===== src/rtl/synth_pkg.sv =====
// Shared types and helpers for the poly synth mixer: waveform codes, noise LFSR
// constants and the signed saturation helper.
package synth_pkg;

    typedef enum logic [2:0] {
        SQUARE = 3'd0,
        SAW    = 3'd1,
        TRI    = 3'd2,
        PULSE  = 3'd3,
        NOISE  = 3'd4
    } wave_e;

    localparam logic [15:0] LFSR_SEED = 16'hACE1;
    localparam logic [15:0] LFSR_MASK = 16'hB400;

    // Clamp x into the signed range of a w-bit two's complement value (w <= 63).
    function automatic logic signed [63:0] sat_signed(input logic signed [63:0] x,
                                                      input int unsigned w);
        logic signed [63:0] hi;
        logic signed [63:0] lo;
        hi = (64'sd1 <<< (w - 1)) - 64'sd1;
        lo = -hi - 64'sd1;
        if (x > hi)
            sat_signed = hi;
        else if (x < lo)
            sat_signed = lo;
        else
            sat_signed = x;
    endfunction

endpackage


===== src/rtl/synth_wavegen.sv =====
// Combinational waveform generator (S1): phase + waveform code -> signed sample.
// The noise input and NOISE code exist only when SYNTH_NOISE_EN is defined.
module synth_wavegen
    import synth_pkg::*;
#(
    parameter int PHASE_W  = 32,
    parameter int SAMPLE_W = 16
) (
    input  logic [PHASE_W-1:0]         phase,
    input  logic [2:0]                 wave_sel,
    input  logic [7:0]                 duty,
`ifdef SYNTH_NOISE_EN
    input  logic [15:0]                noise,
`endif
    output logic signed [SAMPLE_W-1:0] sample
);

    localparam logic signed [SAMPLE_W-1:0] S_MAX = {1'b0, {(SAMPLE_W-1){1'b1}}};
    localparam logic signed [SAMPLE_W-1:0] S_MIN = {1'b1, {(SAMPLE_W-1){1'b0}}};

    logic                m;
    logic [SAMPLE_W-1:0] p;
    logic [SAMPLE_W-1:0] t;
    logic [SAMPLE_W-1:0] tf;
    logic                unused_bits;

    assign m  = phase[PHASE_W-1];
    assign p  = phase[PHASE_W-1 -: SAMPLE_W];
    assign t  = phase[PHASE_W-2 -: SAMPLE_W];
    // Folding the lower ramp on the upper half of the cycle gives the triangle.
    assign tf = m ? ~t : t;

`ifdef SYNTH_NOISE_EN
    assign unused_bits = ^{phase, noise};
`else
    assign unused_bits = ^phase;
`endif

    always_comb begin
        sample = '0;
        case (wave_e'(wave_sel))
            SQUARE: sample = m ? S_MIN : S_MAX;
            SAW:    sample = {~p[SAMPLE_W-1], p[SAMPLE_W-2:0]};
            TRI:    sample = {~tf[SAMPLE_W-1], tf[SAMPLE_W-2:0]};
            PULSE:  sample = (phase[PHASE_W-1 -: 8] < duty) ? S_MAX : S_MIN;
`ifdef SYNTH_NOISE_EN
            NOISE:  sample = SAMPLE_W'($signed(noise));
`endif
            default: sample = '0;
        endcase
    end

endmodule


===== src/rtl/poly_synth_mixer.sv =====
// Time-multiplexed polyphonic oscillator/mixer: one voice per clock through a
// 4-stage pipeline, saturated mix per frame. Optional noise via SYNTH_NOISE_EN.
module poly_synth_mixer
    import synth_pkg::*;
#(
    parameter int N_VOICES = 8,
    parameter int PHASE_W  = 32,
    parameter int SAMPLE_W = 16,
    parameter int VOL_W    = 16,
    parameter int OUT_W    = 16
) (
    input  logic                         clk,
    input  logic                         reset_n,
    input  logic                         sample_tick,
    input  logic [N_VOICES*PHASE_W-1:0]  phase_inc,
    input  logic [N_VOICES*3-1:0]        wave_sel,
    input  logic [N_VOICES*8-1:0]        duty,
    input  logic [N_VOICES*VOL_W-1:0]    volume,
    input  logic [N_VOICES-1:0]          gate,
    input  logic                         clear_overrun,
    output logic signed [OUT_W-1:0]      out,
    output logic                         out_valid,
    output logic                         busy,
    output logic                         clip,
    output logic                         overrun
);

    localparam int VIDX_W = (N_VOICES > 1) ? $clog2(N_VOICES) : 1;
    localparam int ACC_W  = SAMPLE_W + $clog2(N_VOICES);
    localparam int PROD_W = SAMPLE_W + VOL_W + 1;
    localparam logic [VIDX_W-1:0] LAST_V = VIDX_W'(N_VOICES - 1);

    logic [PHASE_W-1:0] phase_q [N_VOICES];

    logic              iss_q;
    logic [VIDX_W-1:0] cnt_q;
    logic              start;

    logic                       vld_p0, vld_p1, vld_p2, vld_p3;
    logic [VIDX_W-1:0]          v_p0, v_p1, v_p2, v_p3;
    logic [PHASE_W-1:0]         phase_p1;
    logic signed [SAMPLE_W-1:0] samp_p1, samp_p2;
    logic [VOL_W-1:0]           vol_p2;
    logic signed [PROD_W-1:0]   samp_x_p2, vol_x_p2, prod_p2;
    logic signed [SAMPLE_W-1:0] scaled_p2, scaled_p3;
    logic signed [ACC_W-1:0]    acc_q, acc_next;
    logic signed [63:0]         acc_ext, acc_sat;

    assign start  = sample_tick & ~busy;
    // Voice 0 issues in the tick cycle itself; the rest follow from the counter.
    assign vld_p0 = start | iss_q;
    assign v_p0   = iss_q ? cnt_q : '0;

`ifdef SYNTH_NOISE_EN
    logic [15:0] lfsr_q;
    logic [15:0] noise_frm;

    always_ff @(posedge clk) begin
        if (!reset_n)
            lfsr_q <= LFSR_SEED;
        else if (start)
            lfsr_q <= lfsr_q[0] ? ((lfsr_q >> 1) ^ LFSR_MASK) : (lfsr_q >> 1);
    end

    // The whole frame sees the pre-advance value, so the first frame uses the seed.
    always_ff @(posedge clk) begin
        if (start)
            noise_frm <= lfsr_q;
    end
`endif

    synth_wavegen #(
        .PHASE_W  (PHASE_W),
        .SAMPLE_W (SAMPLE_W)
    ) u_wavegen (
        .phase    (phase_p1),
        .wave_sel (wave_sel[v_p1*3 +: 3]),
        .duty     (duty[v_p1*8 +: 8]),
`ifdef SYNTH_NOISE_EN
        .noise    (noise_frm),
`endif
        .sample   (samp_p1)
    );

    // S1 write-back: gated-off voices are parked at phase 0 for a hard restart.
    always_ff @(posedge clk) begin
        if (!reset_n) begin
            for (int i = 0; i < N_VOICES; i++)
                phase_q[i] <= '0;
        end else if (vld_p1) begin
            phase_q[v_p1] <= gate[v_p1] ? (phase_p1 + phase_inc[v_p1*PHASE_W +: PHASE_W]) : '0;
        end
    end

    assign samp_x_p2 = PROD_W'(samp_p2);
    assign vol_x_p2  = PROD_W'({1'b0, vol_p2});
    assign prod_p2   = samp_x_p2 * vol_x_p2;
    assign scaled_p2 = SAMPLE_W'(prod_p2 >>> VOL_W);

    assign acc_next = ((v_p3 == '0) ? ACC_W'(0) : acc_q) + ACC_W'(scaled_p3);
    assign acc_ext  = 64'(acc_next);
    assign acc_sat  = sat_signed(acc_ext, OUT_W);

    always_ff @(posedge clk) begin
        // S0 -> S1: phase read
        phase_p1  <= phase_q[v_p0];
        v_p1      <= v_p0;
        // S1 -> S2: waveform, gate and volume
        samp_p2   <= gate[v_p1] ? samp_p1 : '0;
        vol_p2    <= volume[v_p1*VOL_W +: VOL_W];
        v_p2      <= v_p1;
        // S2 -> S3: scaled product
        scaled_p3 <= scaled_p2;
        v_p3      <= v_p2;
        // S3: accumulate
        if (vld_p3)
            acc_q <= acc_next;
    end

    always_ff @(posedge clk) begin
        if (!reset_n) begin
            iss_q     <= 1'b0;
            cnt_q     <= '0;
            busy      <= 1'b0;
            vld_p1    <= 1'b0;
            vld_p2    <= 1'b0;
            vld_p3    <= 1'b0;
            out       <= '0;
            out_valid <= 1'b0;
            clip      <= 1'b0;
            overrun   <= 1'b0;
        end else begin
            out_valid <= 1'b0;
            vld_p1    <= vld_p0;
            vld_p2    <= vld_p1;
            vld_p3    <= vld_p2;
            if (start) begin
                busy  <= 1'b1;
                iss_q <= 1'b1;
                cnt_q <= VIDX_W'(1);
            end else if (iss_q) begin
                cnt_q <= cnt_q + VIDX_W'(1);
                if (cnt_q == LAST_V)
                    iss_q <= 1'b0;
            end
            if (vld_p3 && v_p3 == LAST_V) begin
                out       <= OUT_W'(acc_sat);
                clip      <= (acc_sat != acc_ext);
                out_valid <= 1'b1;
                busy      <= 1'b0;
            end
            if (sample_tick && busy)
                overrun <= 1'b1;
            else if (clear_overrun)
                overrun <= 1'b0;
        end
    end

endmodule


===== config.mk =====
export PLATFORM = sky130hd
export DESIGN_NAME = poly_synth_mixer
export DESIGN_NICKNAME = d
export VERILOG_FILES = /design/src/rtl/synth_pkg.sv /design/src/rtl/synth_wavegen.sv /design/src/rtl/poly_synth_mixer.sv
export SDC_FILE = /design/constraint.sdc
export NUM_CORES = 1
export LEC_CHECK = 0
export BUFFER_PORTS_ARGS = -buffer_cell sky130_fd_sc_hd__clkbuf_2
export CORE_AREA = 2 2 311 313
export DETAILED_ROUTE_END_ITERATION = 6
export DIE_AREA = 0 0 313 315
export GPL_ROUTABILITY_DRIVEN = 0
export GPL_TIMING_DRIVEN = 0
export MAX_ROUTING_LAYER = met4
export PLACE_DENSITY_LB_ADDON = 0.1
export SYNTH_ARGS = -nofsm -noshare
export SYNTH_HDL_FRONTEND = slang
export SYNTH_SLANG_ARGS = --single-unit
export TNS_END_PERCENT = 5

===== constraint.sdc =====
create_clock -name clk -period 6.8 [get_ports clk]
set_clock_uncertainty 0.2 [all_clocks]
set_input_delay 0.34 -clock clk [delete_from_list [all_inputs] [get_ports clk]]
set_output_delay 0.34 -clock clk [all_outputs]
set_load 0.03 [all_outputs]

==> After elaboration in Yosys (flattened, before gate mapping) <==
Memory sizes are Yosys's and may differ from the RTL's. A register that Yosys moved wholly into a read port is not among the register bits.
Index checks and enable logic that the tools add are counted.
{ "word_totals": {"ff_bits": 103, "latch_bits": 0, "ramBits": 256, "romBits": 0, "input_bits": 484, "out_inout_bits": 20, "word_cells": 80, "n_memories": 1} }
{ "op_classes": {"n_addsub": 3, "multipliers": 2, "div_mod_pow": 0, "n_lt_le_gt_ge": 4, "n_eq_ne": 6, "n_shift": 4, "mux": 26, "bitwise_logic": 7, "reduce_logical": 9} }
{ "memory_table": {"columns": ["name", "words", "width", "read_ports", "rd_clocked_by_memory_dff", "write_ports", "line_no", "source"], "rows": [
  ["phase_q", 8, 32, 1, 1, 8, "poly_synth_mixer.sv:33", "logic [PHASE_W-1:0] phase_q [N_VOICES];"]
]} }
{ "ops": {"columns": ["op", "n"], "rows": [
  ["256-bit by 9-bit indexed part select with 32-bit output", 1],
  ["64-bit 2-to-1 mux", 2],
  ["128-bit by 8-bit indexed part select with 16-bit output", 1],
  ["32-bit 2-to-1 mux", 2],
  ["64-bit by 19-bit != test with 1-bit output", 1],
  ["16-bit one-hot mux with 4 select lines", 1],
  ["64-bit by 7-bit indexed part select with 8-bit output", 1],
  ["16-bit 2-to-1 mux", 3],
  ["32-bit adder", 1],
  ["16-bit by 17-bit multiplier with 32-bit output", 1],
  ["32-bit OR reduction", 1],
  ["24-bit by 6-bit indexed part select with 3-bit output", 1],
  ["19-bit by 16-bit adder with 19-bit output", 1],
  ["19-bit by 16-bit > comparator with 1-bit output, second input constant", 1],
  ["19-bit by 16-bit < comparator with 1-bit output, second input constant", 1],
  ["19-bit 2-to-1 mux", 1],
  ["16-bit NOT", 1],
  ["1-bit 2-to-1 mux", 14],
  ["8-bit < comparator", 1],
  ["3-bit by 2-bit equality test with 1-bit output, second input constant", 2],
  ["3-bit equality test, second input constant", 2],
  ["3-bit logical NOT", 2],
  ["3-bit 2-to-1 mux", 2],
  ["3-bit by 2-bit multiplier with 5-bit output, second input constant", 1],
  ["10 further kinds", 16]
]} }

==> Longest topological paths before layout <==
Gate-level depths: netlist (run 1).
{ "logic_depth": {"ltp_word": 7, "depth_mapped": 24, "depth_no_buf": 23} }

==> Hierarchy <==
A second synthesis (run 1) with hierarchy kept.
{ "hier_totals": {"cells_unflattened": 2738, "hier_area_um2": 28328.4} }
{ "modules_own_cells": {"columns": ["mod", "instances", "cells_per_inst", "area_each_um2", "seq_area_each_um2"], "rows": [
  ["poly_synth_mixer", 1, 2648, 27576.4, 10580.1],
  ["synth_wavegen", 1, 90, 752.0, 0.0]
]} }

==> Least setup slack after synthesis (run 1) <==
OpenSTA, ideal clock, no wires.
{ "synth_timing": {"path_kind": "reg-to-reg", "from": "reg vol_p2[10]", "to": "reg scaled_p3[15]", "setup_time_ps": 72, "arrival_ps": 5880, "required_time_ps": 6528, "slack_ps": 648, "path_stages_with_launch": 20, "path_buffers": 1, "period_less_slack_ps": 6152, "cell_sequence": "dfxtp_1 -> clkbuf_1 -> nand2_1 -> fa_1 -> fa_1 -> fa_1 -> fa_1 -> inv_1 -> fa_1 -> fa_1 -> ha_1 -> a21o_1 -> a21o_1 -> a2111oi_0 -> o21ai_1 -> a221o_1 -> a21boi_1 -> o21ai_0 -> a31oi_1 -> xnor2_1"} }
{ "synth_via": {"elab_chain_cells": 1} }
{ "synth_lines": {"columns": ["item", "line_no", "source"], "rows": [
  ["start: declaration", "poly_synth_mixer.sv:43", "logic [VOL_W-1:0] vol_p2;"],
  ["start signal: assignment", "poly_synth_mixer.sv:110", "vol_p2 <= volume[v_p1*VOL_W +: VOL_W];"],
  ["16-bit by 17-bit multiplier with 32-bit output", "poly_synth_mixer.sv:97", "assign prod_p2 = samp_x_p2 * vol_x_p2;"],
  ["via prod_p2[31]", "poly_synth_mixer.sv:44", "logic signed [PROD_W-1:0] samp_x_p2, vol_x_p2, prod_p2;"],
  ["end signal: assignment", "poly_synth_mixer.sv:113", "scaled_p3 <= scaled_p2;"],
  ["end: declaration", "poly_synth_mixer.sv:45", "logic signed [SAMPLE_W-1:0] scaled_p2, scaled_p3;"]
]} }
The timed path passes the listed nets, and every way through them passes these cells.
A chain may end at the register's enable or synchronous reset.

==> impl.org, run 1 <==
** Outcome
- Status :: finished clean

** Global routing
- Met1 layer usage reported by global route :: 33.06%
- Initial antenna violation count :: 12
- Entering global routing, the biggest net connects 24 pins.
- Global routing used 44.82% of the available met2 tracks.
- GRT Overall Usage :: 27.32%
- Met3 Resource Use GR :: 6.506%
- The first global-routing pass estimated 186,300 µm of wire.
- The number of global-route vias before repair was 26,299.
- Busiest layer in global routing :: met2
- Residual overflow from global routing :: 0

** Power and ir drop
- The clock network is responsible for 31.9% of the overall power.
- Proportion of power drawn by combinational gates :: 32.8%
- For this design the static power due to leakage is 15.42 nW.
- Internal Pwr Total :: 5.271 mW
- Total power of the final layout :: 8.059 mW
- Sequential share of power :: 35.4%
- Net switching fraction of the power :: 34.60%
- Power per cell area :: 229.2 mW/mm²
- VDD sags by at most 0.1485 mV.
- The analysis attributes to net switching a power of 2.788 mW.

** Cells and area
- Counting the fill cells in the layout gives 9,695.
- Non-filler cells in the finished layout :: 4,716
- In the final layout, the multi-input gates occupy 0.01621 mm².
- Register cell area after layout :: 0.01062 mm²
- Fin nets :: 4,250
- After routing the design area is 0.03516 mm².
- Growth of design area from synthesis to finish :: 23.70%
- Fraction of final layout cells with drive strength greater than 1 :: 22.59%

** Setup path
- Data required, critical path :: 6.90 ns
- Count of cell instances traversed by the critical path :: 17
- The slowest stage of the critical path is the sky130_fd_sc_hd__clkbuf_2 cell.
- Worst reg-to-reg path cell count :: 17
- Endpoint kind of the worst setup timing path :: flip-flop
- Counting both buffers and inverters, the worst setup path holds a total of 4.
- Of all nets on the critical path, the largest fanout is 10.
- The endpoint identified for the worst register-to-register timing path is phase_q[3][29]$_SDFFCE_PN0P_.
- Crit path launch :: v_p1[2]$_DFF_P_
- By instance count, the cell type seen most on the critical path is sky130_fd_sc_hd__clkbuf_2.
- Traced cell by cell, the critical path runs through clkbuf_2 > buf_2 > nor2b_1 > clkbuf_2 > clkbuf_2 > a22oi_1 > nand4_1 > ha_1 > a21o_1 > a2111oi_0 > o21ai_0 > a211o_1 > a41oi_2 > o21ai_1 > and4_1 > nor3_4 > nor2_1.
- Among cell families on the critical path, the largest total delay comes from compound AO/OA/AOI/OAI gates.
- Critical path launch point type :: flip-flop
- Crit path kind :: reg -> reg
- In this run the worst setup path terminates at phase_q[3][29]$_SDFFCE_PN0P_.
- Data on the critical path arrives at its endpoint at 6.89 ns.
- The largest single stage delay on the critical path is 0.64 ns.
- The setup check on the worst reg-to-reg path leaves a slack of 0.01 ns.
- Startpoint of the worst-slack reg-to-reg timing path :: v_p1[2]$_DFF_P_

** STA
- Final min period :: 6.788 ns
- The count of endpoints failing hold in the final timing report was 0.
- Worst hold slack :: 0.1250 ns
- At the pin with the least slew margin, the transition time is 1.182 ns.
- Worst max-slew margin expressed relative to the limit :: 21.20%
- Of the available clock period, the critical path in the final layout requires 99.82%.
- RSZ-0062 raised after global routing :: true
- The max-slew violation total from the final report was 0.
- Number of endpoints failing setup at the final stage :: 0
- Max Clk Rate :: 147.3 MHz

** Place
- Summed over all nets, the half-perimeter wirelength after detailed placement is 102,900 µm.
- During placement, the flow inserted port buffers numbering 503.
- After detailed placement, the total cell area comes to 0.03277 mm².
- Cell Count Post-Placement :: 4,573

** Die
- The die is 315 µm tall.
- Floorplan Core Area :: 0.09571 mm²
- Initial core utilization :: 29.70%
- Overall die area :: 0.09860 mm²
- From left edge to right edge, the die measures 313 µm.
- Core Rows :: 114
- 504 I/O pins were placed.

** Clock network
- The clock drives 391 sinks.
- Buffer depth of the longest clock path :: 3
- The number of clock buffers added by TritonCTS is 46.
- Clock-pin slew was measured on the worst setup and hold paths at 0.06 ns.
- The clock reaches the later pin of the worst-skew pair after 0.58 ns.
- Clock tree from TritonCTS :: yes
- H-Tree Level Count :: 2
- Clock tree root buffer cell :: sky130_fd_sc_hd__clkbuf_16

** Synthesis
- The number of nets handed over by synthesis was 3,635.
- Counting distinct cell types in the post-synthesis netlist gives 78.
- Library cell with the highest instance count after synthesis :: sky130_fd_sc_hd__nor2_1
- Mean area per synthesized cell :: 10.21 µm²
- Top FF cell, synth :: sky130_fd_sc_hd__edfxtp_1
- Most frequent cells after synthesis :: 319 x sky130_fd_sc_hd__nor2_1, 287 x sky130_fd_sc_hd__inv_1, 275 x sky130_fd_sc_hd__edfxtp_1
- sky130_fd_sc_hd__edfxtp_1 takes more of the synthesized area than any other cell.
- Summing every instance area after synthesis gives 0.02843 mm².
- For this run, the register share of the synthesized area comes to 37.22%.
- After synthesis, the largest area contributor takes up 29.05% of total cell area.
- Yosys mapped a number of flops with a built-in enable equal to 275.
- After technology mapping, the gate count stands at 2,783.
- Synthesis warning total :: 0
- Sorting the synthesized cells by area gives the leading types as sky130_fd_sc_hd__edfxtp_1 29%, sky130_fd_sc_hd__fa_1 14%, sky130_fd_sc_hd__dfxtp_1 8.2%.
- Counting flops with an async set or reset pin after synthesis yields a share of 0%.
- Seq cells post-synth :: 391

** Drt
- Vias :: 25,353
- Via-per-instance ratio :: 5.376
- For this block, the initial DRC count from the detailed router was 2,145.
- After detailed routing, the average wire length per cell comes to 28.27 µm.
- Antenna-violating nets left :: 0
- DRC viols :: 0
- Total Routed Length :: 133,300 µm
- Before antenna repair, the detailed router went through 6 iterations.

** Worst hold path
- In this run the worst hold path is classified as reg -> reg.

** Flow run
- MaxCap Viol Count :: 0
==> routing by layer <==
metal  vias up  share of wire (%)
met5         -                  0
met3       254                8.0
met1     12778                 40
li1      11124                  -
met4         0                3.9
met2      1197                 48
==> worst min-delay path by stage <==
stage,slack (ns),end,cells after the start,from
3_3_place_gp,0.11,v_p3[0]$_DFF_P_,0,v_p2[0]$_DFF_P_
6_report,0.12,v_p3[0]$_DFF_P_,0,v_p2[0]$_DFF_P_
2_1_floorplan,0.11,v_p3[0]$_DFF_P_,0,v_p2[0]$_DFF_P_
4_1_cts,0.13,v_p3[0]$_DFF_P_,0,v_p2[0]$_DFF_P_
5_1_grt,0.13,v_p3[1]$_DFF_P_,0,v_p2[1]$_DFF_P_
3_5_place_dp,0.11,v_p3[0]$_DFF_P_,0,v_p2[0]$_DFF_P_
==> worst reg2reg max path, stage by stage, from the launching register on <==
cell,delay [ns]
sky130_fd_sc_hd__dfxtp_1,0.46
sky130_fd_sc_hd__clkbuf_2,0.37
sky130_fd_sc_hd__buf_2,0.42
sky130_fd_sc_hd__nor2b_1,0.18
sky130_fd_sc_hd__clkbuf_2,0.45
sky130_fd_sc_hd__clkbuf_2,0.66
sky130_fd_sc_hd__a22oi_1,0.36
sky130_fd_sc_hd__nand4_1,0.31
sky130_fd_sc_hd__ha_1,0.37
sky130_fd_sc_hd__a21o_1,0.22
sky130_fd_sc_hd__a2111oi_0,0.61
sky130_fd_sc_hd__o21ai_0,0.26
sky130_fd_sc_hd__a211o_1,0.31
sky130_fd_sc_hd__a41oi_2,0.25
sky130_fd_sc_hd__o21ai_1,0.25
sky130_fd_sc_hd__and4_1,0.28
sky130_fd_sc_hd__nor3_4,0.44
sky130_fd_sc_hd__nor2_1,0.11
==> through the flow <==
| stage | setup WS (ns) | util, % | setup TNS (ns) |
|---|---|---|---|
| CTS | 0.003580 | 36.61 | 0 |
| detailed placement | -1.307 | 34.24 | -145.31 |
| global placement | -1.490 | 34.00 | -164.79 |
| floorplan | 0.6479 | - | 0 |
| finish | 0.01250 | 36.74 | 0 |
| global route | -0.01929 | 36.74 | -0.03560 |
==> cells in the final DEF, fill, tap and decap left out, types with 9 or more instances in the layout <==
master,count
sky130_fd_sc_hd__a31oi_1,22
sky130_fd_sc_hd__a221oi_1,43
sky130_fd_sc_hd__clkbuf_2,549
sky130_fd_sc_hd__o21bai_1,11
sky130_fd_sc_hd__clkbuf_4,12
sky130_fd_sc_hd__mux2i_1,11
sky130_fd_sc_hd__nor2_1,318
sky130_fd_sc_hd__clkbuf_16,48
sky130_fd_sc_hd__nor3_1,18
sky130_fd_sc_hd__xnor2_1,32
sky130_fd_sc_hd__a21oi_1,55
sky130_fd_sc_hd__dfxtp_2,14
sky130_fd_sc_hd__edfxtp_1,275
sky130_fd_sc_hd__nand2b_1,21
sky130_fd_sc_hd__dfxtp_1,97
sky130_fd_sc_hd__nand4_1,52
sky130_fd_sc_hd__nor2b_1,31
sky130_fd_sc_hd__clkbuf_1,91
sky130_fd_sc_hd__a211oi_1,43
sky130_fd_sc_hd__fa_1,195
sky130_fd_sc_hd__ha_1,173
sky130_fd_sc_hd__dlygate4sd3_1,52
sky130_fd_sc_hd__clkbuf_8,10
sky130_fd_sc_hd__inv_1,287
sky130_fd_sc_hd__a21o_1,64
sky130_fd_sc_hd__o21ai_0,38
sky130_fd_sc_hd__and2_1,125
sky130_fd_sc_hd__a22oi_1,255
sky130_fd_sc_hd__o21a_1,11
sky130_fd_sc_hd__mux4_2,33
sky130_fd_sc_hd__xor2_1,38
sky130_fd_sc_hd__and3_1,12
sky130_fd_sc_hd__nand3_1,29
sky130_fd_sc_hd__nand2_1,182
sky130_fd_sc_hd__buf_2,14
sky130_fd_sc_hd__nor3b_1,9
==> layout make-up <==
| type | count | area share (%) |
|---|---|---|
| Tap cell | 1276 | 4.540 |
| Clock inverter | 19 | 0.6227 |
| Buffer | 171 | 2.366 |
| Multi-Input combinational cell | 1933 | 46.09 |
| Antenna cell | 5 | 0.03558 |
| Timing Repair Buffer | 567 | 9.244 |
| Sequential cell | 391 | 30.19 |
| Inverter | 288 | 3.078 |
| Clock buffer | 66 | 3.836 |
==> logic make-up after synthesis <==
family                   count (synthesis)  share of synthesized area (%)
AND/OR/NAND/NOR                        830                          13.72
AO/OA/AOI/OAI                          617                          16.26
multiplexers                            45                          3.041
adder cells (fa/ha/maj)                368                          21.35
XOR/XNOR                                73                          2.276
buffers and inverters                  459                          6.140
flip-flops                             391                          37.22
==> sequential cells by signal, indices dropped and copies added (netlist names), 3 cells and up <==
name / cells
out: 16
phase_q: 256
phase_p1: 32
v_p3: 3
cnt_q: 3
v_p1: 3
scaled_p3: 16
v_p2: 3
vol_p2: 16
acc_q: 19
samp_p2: 16
==> power by group through the flow <==
stage               clock, mW  combinational, mW  sequential [mW]
global route             2.70               2.95             2.86
finish                   2.57               2.64             2.85
floorplan                   0               1.66             2.82
CTS                      2.61               2.64             2.85
global placement            0               2.52             2.90
detailed placement          0               2.56             2.90
==> timing repair <==
action | CTS | global route
setup endpoints to repair | 210 | 105
resized for setup | 85 | 76
hold buffers | 52 | 0
hold endpoints to repair | 20 | 0
buffers inserted | 0 | 1
pin swaps | 0 | 2
(Power assumes the default switching activity.)
==> run 2: changes to the inputs <==
Settings changed: SYNTH_HIERARCHICAL from default to 1.
==> impl.org, run 2 <==
** Clock network
- The clock sink count is 391 (unchanged).
- Post-CTS repair timing setup buffer count :: 0 (unchanged)
- Clock tree root buffer cell :: sky130_fd_sc_hd__clkbuf_16
- Buffer depth of the longest clock path :: 3 (unchanged)
- Clock tree from TritonCTS :: yes
- The clock edge transition at the registers on the reported setup and hold paths is 0.06 ns (about the same).
- CTS buffer count :: 46 (unchanged)
- The number of H-tree levels came to 2 (unchanged).
- Worst-skew pair later-pin latency :: 0.60 ns (+0.02 ns)

** Worst hold path
- The worst hold path belongs to the class reg -> reg.
- The number of cells traversed by the worst hold path is 0 (unchanged).

** Place
- The number of cells in the design after placement came to 4,532 (-0.90%).
- Placed cell area :: 0.03285 mm² (+0.26%)
- The total of buffers placed on input and output ports came to 503 (unchanged).
- Placed wire-length estimate :: 103,200 µm (+0.37%)

** Synthesis
- Mean area per synthesized cell :: 10.35 µm² (+1.3%)
- The synthesized net count came to 3,590 (-1.2%).
- The area of the mapped netlist is 0.02833 mm² (-0.35%).
- In the post-synthesis netlist, the cell with the most instances is sky130_fd_sc_hd__nor2_1.
- Post-synthesis instance total :: 2,738 (-1.6%)
- Seq/Total Area, Yosys :: 37.35% (+0.13 points)
- Among all flip-flop cells after synthesis, the most frequent one is sky130_fd_sc_hd__edfxtp_1.
- The number of flip-flops and latches in the synthesized netlist came to 391 (unchanged).
- Proportion of netlist area held by the largest area contributor :: 29.15% (+0.10 points)
- By area the synthesized netlist is led by sky130_fd_sc_hd__edfxtp_1 29%, sky130_fd_sc_hd__fa_1 14%, sky130_fd_sc_hd__dfxtp_1 8.2%.
- Unique cell type count in the Yosys netlist :: 79 (+1.3%)
- The share of synthesized flip-flops with an asynchronous set or reset was 0% (unchanged).
- The commonest cells after synthesis are 318 x sky130_fd_sc_hd__nor2_1, 277 x sky130_fd_sc_hd__inv_1, 275 x sky130_fd_sc_hd__edfxtp_1.
- Post-synth EDFFs :: 275 (unchanged)
- Of all cell types, the one taking the most synthesized area is sky130_fd_sc_hd__edfxtp_1.
- The total of warnings raised by yosys is 6 (+6).

** Die
- The area enclosed by the die boundary came to 0.09860 mm² (unchanged).
- Core Rows :: 114 (unchanged)
- Die extent in x :: 313 µm (unchanged)
- Floorplan Core Area :: 0.09571 mm² (unchanged)
- The initial cell density of the core came to 29.60% (-0.10 points).
- The number of ports placed on the die boundary is 504 (unchanged).
- The floorplan die height was 315 µm (unchanged).

** Cells and area
- In the layout the commonest cells are 548 x sky130_fd_sc_hd__clkbuf_2, 316 x sky130_fd_sc_hd__nor2_1, 277 x sky130_fd_sc_hd__inv_1.
- The number of flip-flops under the largest register name came to 256 (unchanged).
- The post-route core utilization was 36.68% (-0.064 points).
- Compared with the post-synthesis result, the final layout area differs by 23.91%.
- Fin nets :: 4,207 (-1.0%)
- Most common cell after layout, fill and taps aside :: sky130_fd_sc_hd__clkbuf_2
- Area of the multi-input gates :: 0.01617 mm² (-0.22%)
- Largest Register :: phase_q
- Final-layout fill cell count :: 9,724 (+0.30%)
- Non-filler cells in the finished layout :: 4,683 (-0.70%)
- The final standard cell area without fillers came to 0.03510 mm² (-0.17%).
- Fraction of final layout cells with drive strength greater than 1 :: 22.99% (+0.40 points)
- Register cell area after layout :: 0.01061 mm² (-0.11%)
- The largest registers in the layout are phase_q: 256 flops, phase_p1: 32 flops, acc_q: 19 flops.

** Power and ir drop
- Sequential share of power :: 33.5% (-1.9 points)
- Clock group share of total power :: 28.6% (-3.3 points)
- The power after layout was 8.568 mW (+6.3%).
- The leakage power figure was 15.52 nW (+0.64%).
- Net switching fraction of the power :: 37.11% (+2.5 points)
- Internal Pwr Total :: 5.388 mW (+2.2%)
- The share of total power in combinational logic is 37.9% (+5.1 points).
- Psw :: 3.180 mW (+14%)
- The ratio of total power to cell area is 244.1 mW/mm² (+6.5%).
- The peak supply drop was 0.1878 mV (+26%).

** Setup path
- Cell-by-cell listing of the critical path :: clkbuf_1 > and3b_1 > clkbuf_1 > clkbuf_2 > buf_2 > a22oi_1 > nand4_1 > ha_1 > a21oi_1 > nor2b_1 > o21a_1 > o21a_1 > or3b_1 > o211ai_1 > a21oi_1 > o22ai_1 > xor2_2 > nor2_1
- Worst reg-to-reg path cell count :: 18 (+1)
- Kind of cell adding the most delay to the critical path :: buffers and inverters
- Crit path kind :: reg -> reg
- The worst setup path is captured at a flip-flop.
- The cell depth of the worst setup path is 18 (+1).
- CP bufs+invs :: 4 (unchanged)
- The delay of the slowest cell on the worst path came to 0.72 ns (+0.08 ns).
- The required arrival time at the worst endpoint is 6.91 ns (about the same).
- Critical path data arrival time :: 6.74 ns (-0.15 ns)
- Standard cell with the maximum stage delay on the critical path :: sky130_fd_sc_hd__buf_2
- STA classifies the critical path startpoint as a flip-flop.
- CP Max Fanout :: 10 (unchanged)

** Drt
- Router iterations before antenna repair :: 5 (-1)
- The detailed-route via count came to 25,040 (-1.2%).
- Via-per-instance ratio :: 5.347 (-0.54%)
- The iteration-0 DRC count of the detailed router came to 2,032 (-5.3%).
- Antenna-violating nets left :: 0 (unchanged)
- Post-DR wirelength/cell :: 28.75 µm (+1.7%)
- Total Routed Length :: 134,700 µm (+0.99%)
- DRC viols :: 0 (unchanged)

** STA
- The clock period minus final worst setup slack came to 6.633 ns (-0.1541 ns).
- Worst max-slew margin expressed relative to the limit :: 0.3737% (-21 points)
- The post-route fraction of the period consumed by the critical path was 97.55% (-2.3 points).
- Setup repair after global routing could not meet its margin everywhere.
- Number of slew-limit violations in the final report :: 0 (unchanged)
- The final hold slack is 0.1327 ns (+0.007705 ns).
- The final count of negative-setup-slack endpoints was 0 (unchanged).
- The count of endpoints failing hold in the final timing report came to 0 (unchanged).
- Max Clk Rate :: 150.8 MHz (+2.3%)
- Slew at the pin closest to its max-slew limit :: 1.494 ns (+0.3124 ns)

** Global routing
- The total global routing overflow was 0 (unchanged).
- The global routing met2 resource utilization came to 45.59% (+0.77 points).
- The wire length of the first global-routing pass came to 188,300 µm (+1.1%).
- The number of antenna violations at the first check in global routing came to 19 (+7).
- Busiest layer in global routing :: met2
- The global-route usage over all layers was 27.79% (+0.48 points).
- The number of global-route vias before repair came to 26,332 (+0.13%).
- Met1 layer usage reported by global route :: 33.28% (+0.22 points)
- Met3 Resource Use GR :: 4.716% (-1.8 points)
- Maximum number of pins on one net before global-route repair :: 27 (+13%)

** Outcome
- Violated checks :: max-capacitance violations
- The flow ran to the end, but the final reports show violations.

** Flow run
- The max-capacitance violation count came to 1 (+1).
## run 2: changes by cell type in the layout (fill, tap and decap cells not counted), sizes merged, moves of 10 or more
cell,change
and2,+23
a22oi,+16
a31oi,-14
a21oi,-10
o21ai,-18
inv,-10
xor2,-14
a221o,+11
nand4,+17
a21o,+11
nand2,-13
## run 2: cell type report
cell class | count | share of cell area, %
multi-input combinational | 1906 | 46.06
tap | 1276 | 4.548
timing repair buffer | 570 | 9.695
buffer | 162 | 2.224
inverter | 278 | 2.973
antenna | 14 | 0.09980
sequential | 391 | 30.21
clock buffer | 65 | 3.597
clock inverter | 21 | 0.5881
## run 2: worst paths after layout
path	to	startpoint	slack, ns
max	phase_q[7][24]$_SDFFCE_PN0P_	v_p1[1]$_DFF_P_	0.17
min reg2reg	v_p3[0]$_DFF_P_	v_p2[0]$_DFF_P_	0.13
min	v_p3[0]$_DFF_P_	v_p2[0]$_DFF_P_	0.13
max reg2reg	phase_q[7][24]$_SDFFCE_PN0P_	v_p1[1]$_DFF_P_	0.17
## run 2: logic make-up (layout without fill, tap and decap cells)
| group | after synthesis | count (layout) | share of synthesized area, % |
|---|---|---|---|
| other | 0 | 14 | 0 |
| buffers and inverters | 441 | 1096 | 5.985 |
| muxes | 51 | 51 | 3.220 |
| and+or+nand+nor | 835 | 835 | 14.11 |
| adders and majority gates | 368 | 368 | 21.42 |
| AOI/OAI and AO/OA | 592 | 592 | 16.03 |
| DFF | 391 | 391 | 37.35 |
| xor gates and xnor gates | 60 | 60 | 1.882 |
## run 2: metrics by stage
step	setup WS, ns	setup TNS, ns
2_1_floorplan	0.7901	0
3_3_place_gp	-2.103	-300.49
3_5_place_dp	-1.013	-66.50
4_1_cts	0.004483	0
5_1_grt	-0.05659	-0.09066
6_report	0.1666	0
## run 2: repair_timing
| item | 4_1_cts | 5_1_grt |
|---|---|---|
| hold buffers | 51 | 0 |
| resized for setup | 46 | 71 |
| pin swaps | 0 | 0 |
| hold endpoints to repair | 22 | 0 |
| setup endpoints to repair | 147 | 84 |
## run 2: worst register-to-register path: cells and delay by family, from the launching register on
family | cells | cell delay (ns)
buf+inv | 4 | 2.08
compound gates | 7 | 1.75
flops | 1 | 0.33
simple gates | 5 | 1.11
fa+ha+maj | 1 | 0.38
xor+xnor | 1 | 0.52
## run 2: power groups by stage
stage	clock, mW	sequential (mW)	combinational (mW)
6_report	2.45	2.87	3.25
3_3_place_gp	0	2.92	3.13
3_5_place_dp	0	2.92	3.19
2_1_floorplan	0	2.83	2.11
4_1_cts	2.51	2.87	3.26
5_1_grt	2.59	2.88	3.63
## run 2: layer usage
metal	routed length, µm	share of wire (%)
met3	9559	7.1
met4	6925	5.1
met5	0	0
met1	53810	40
met2	64360	48
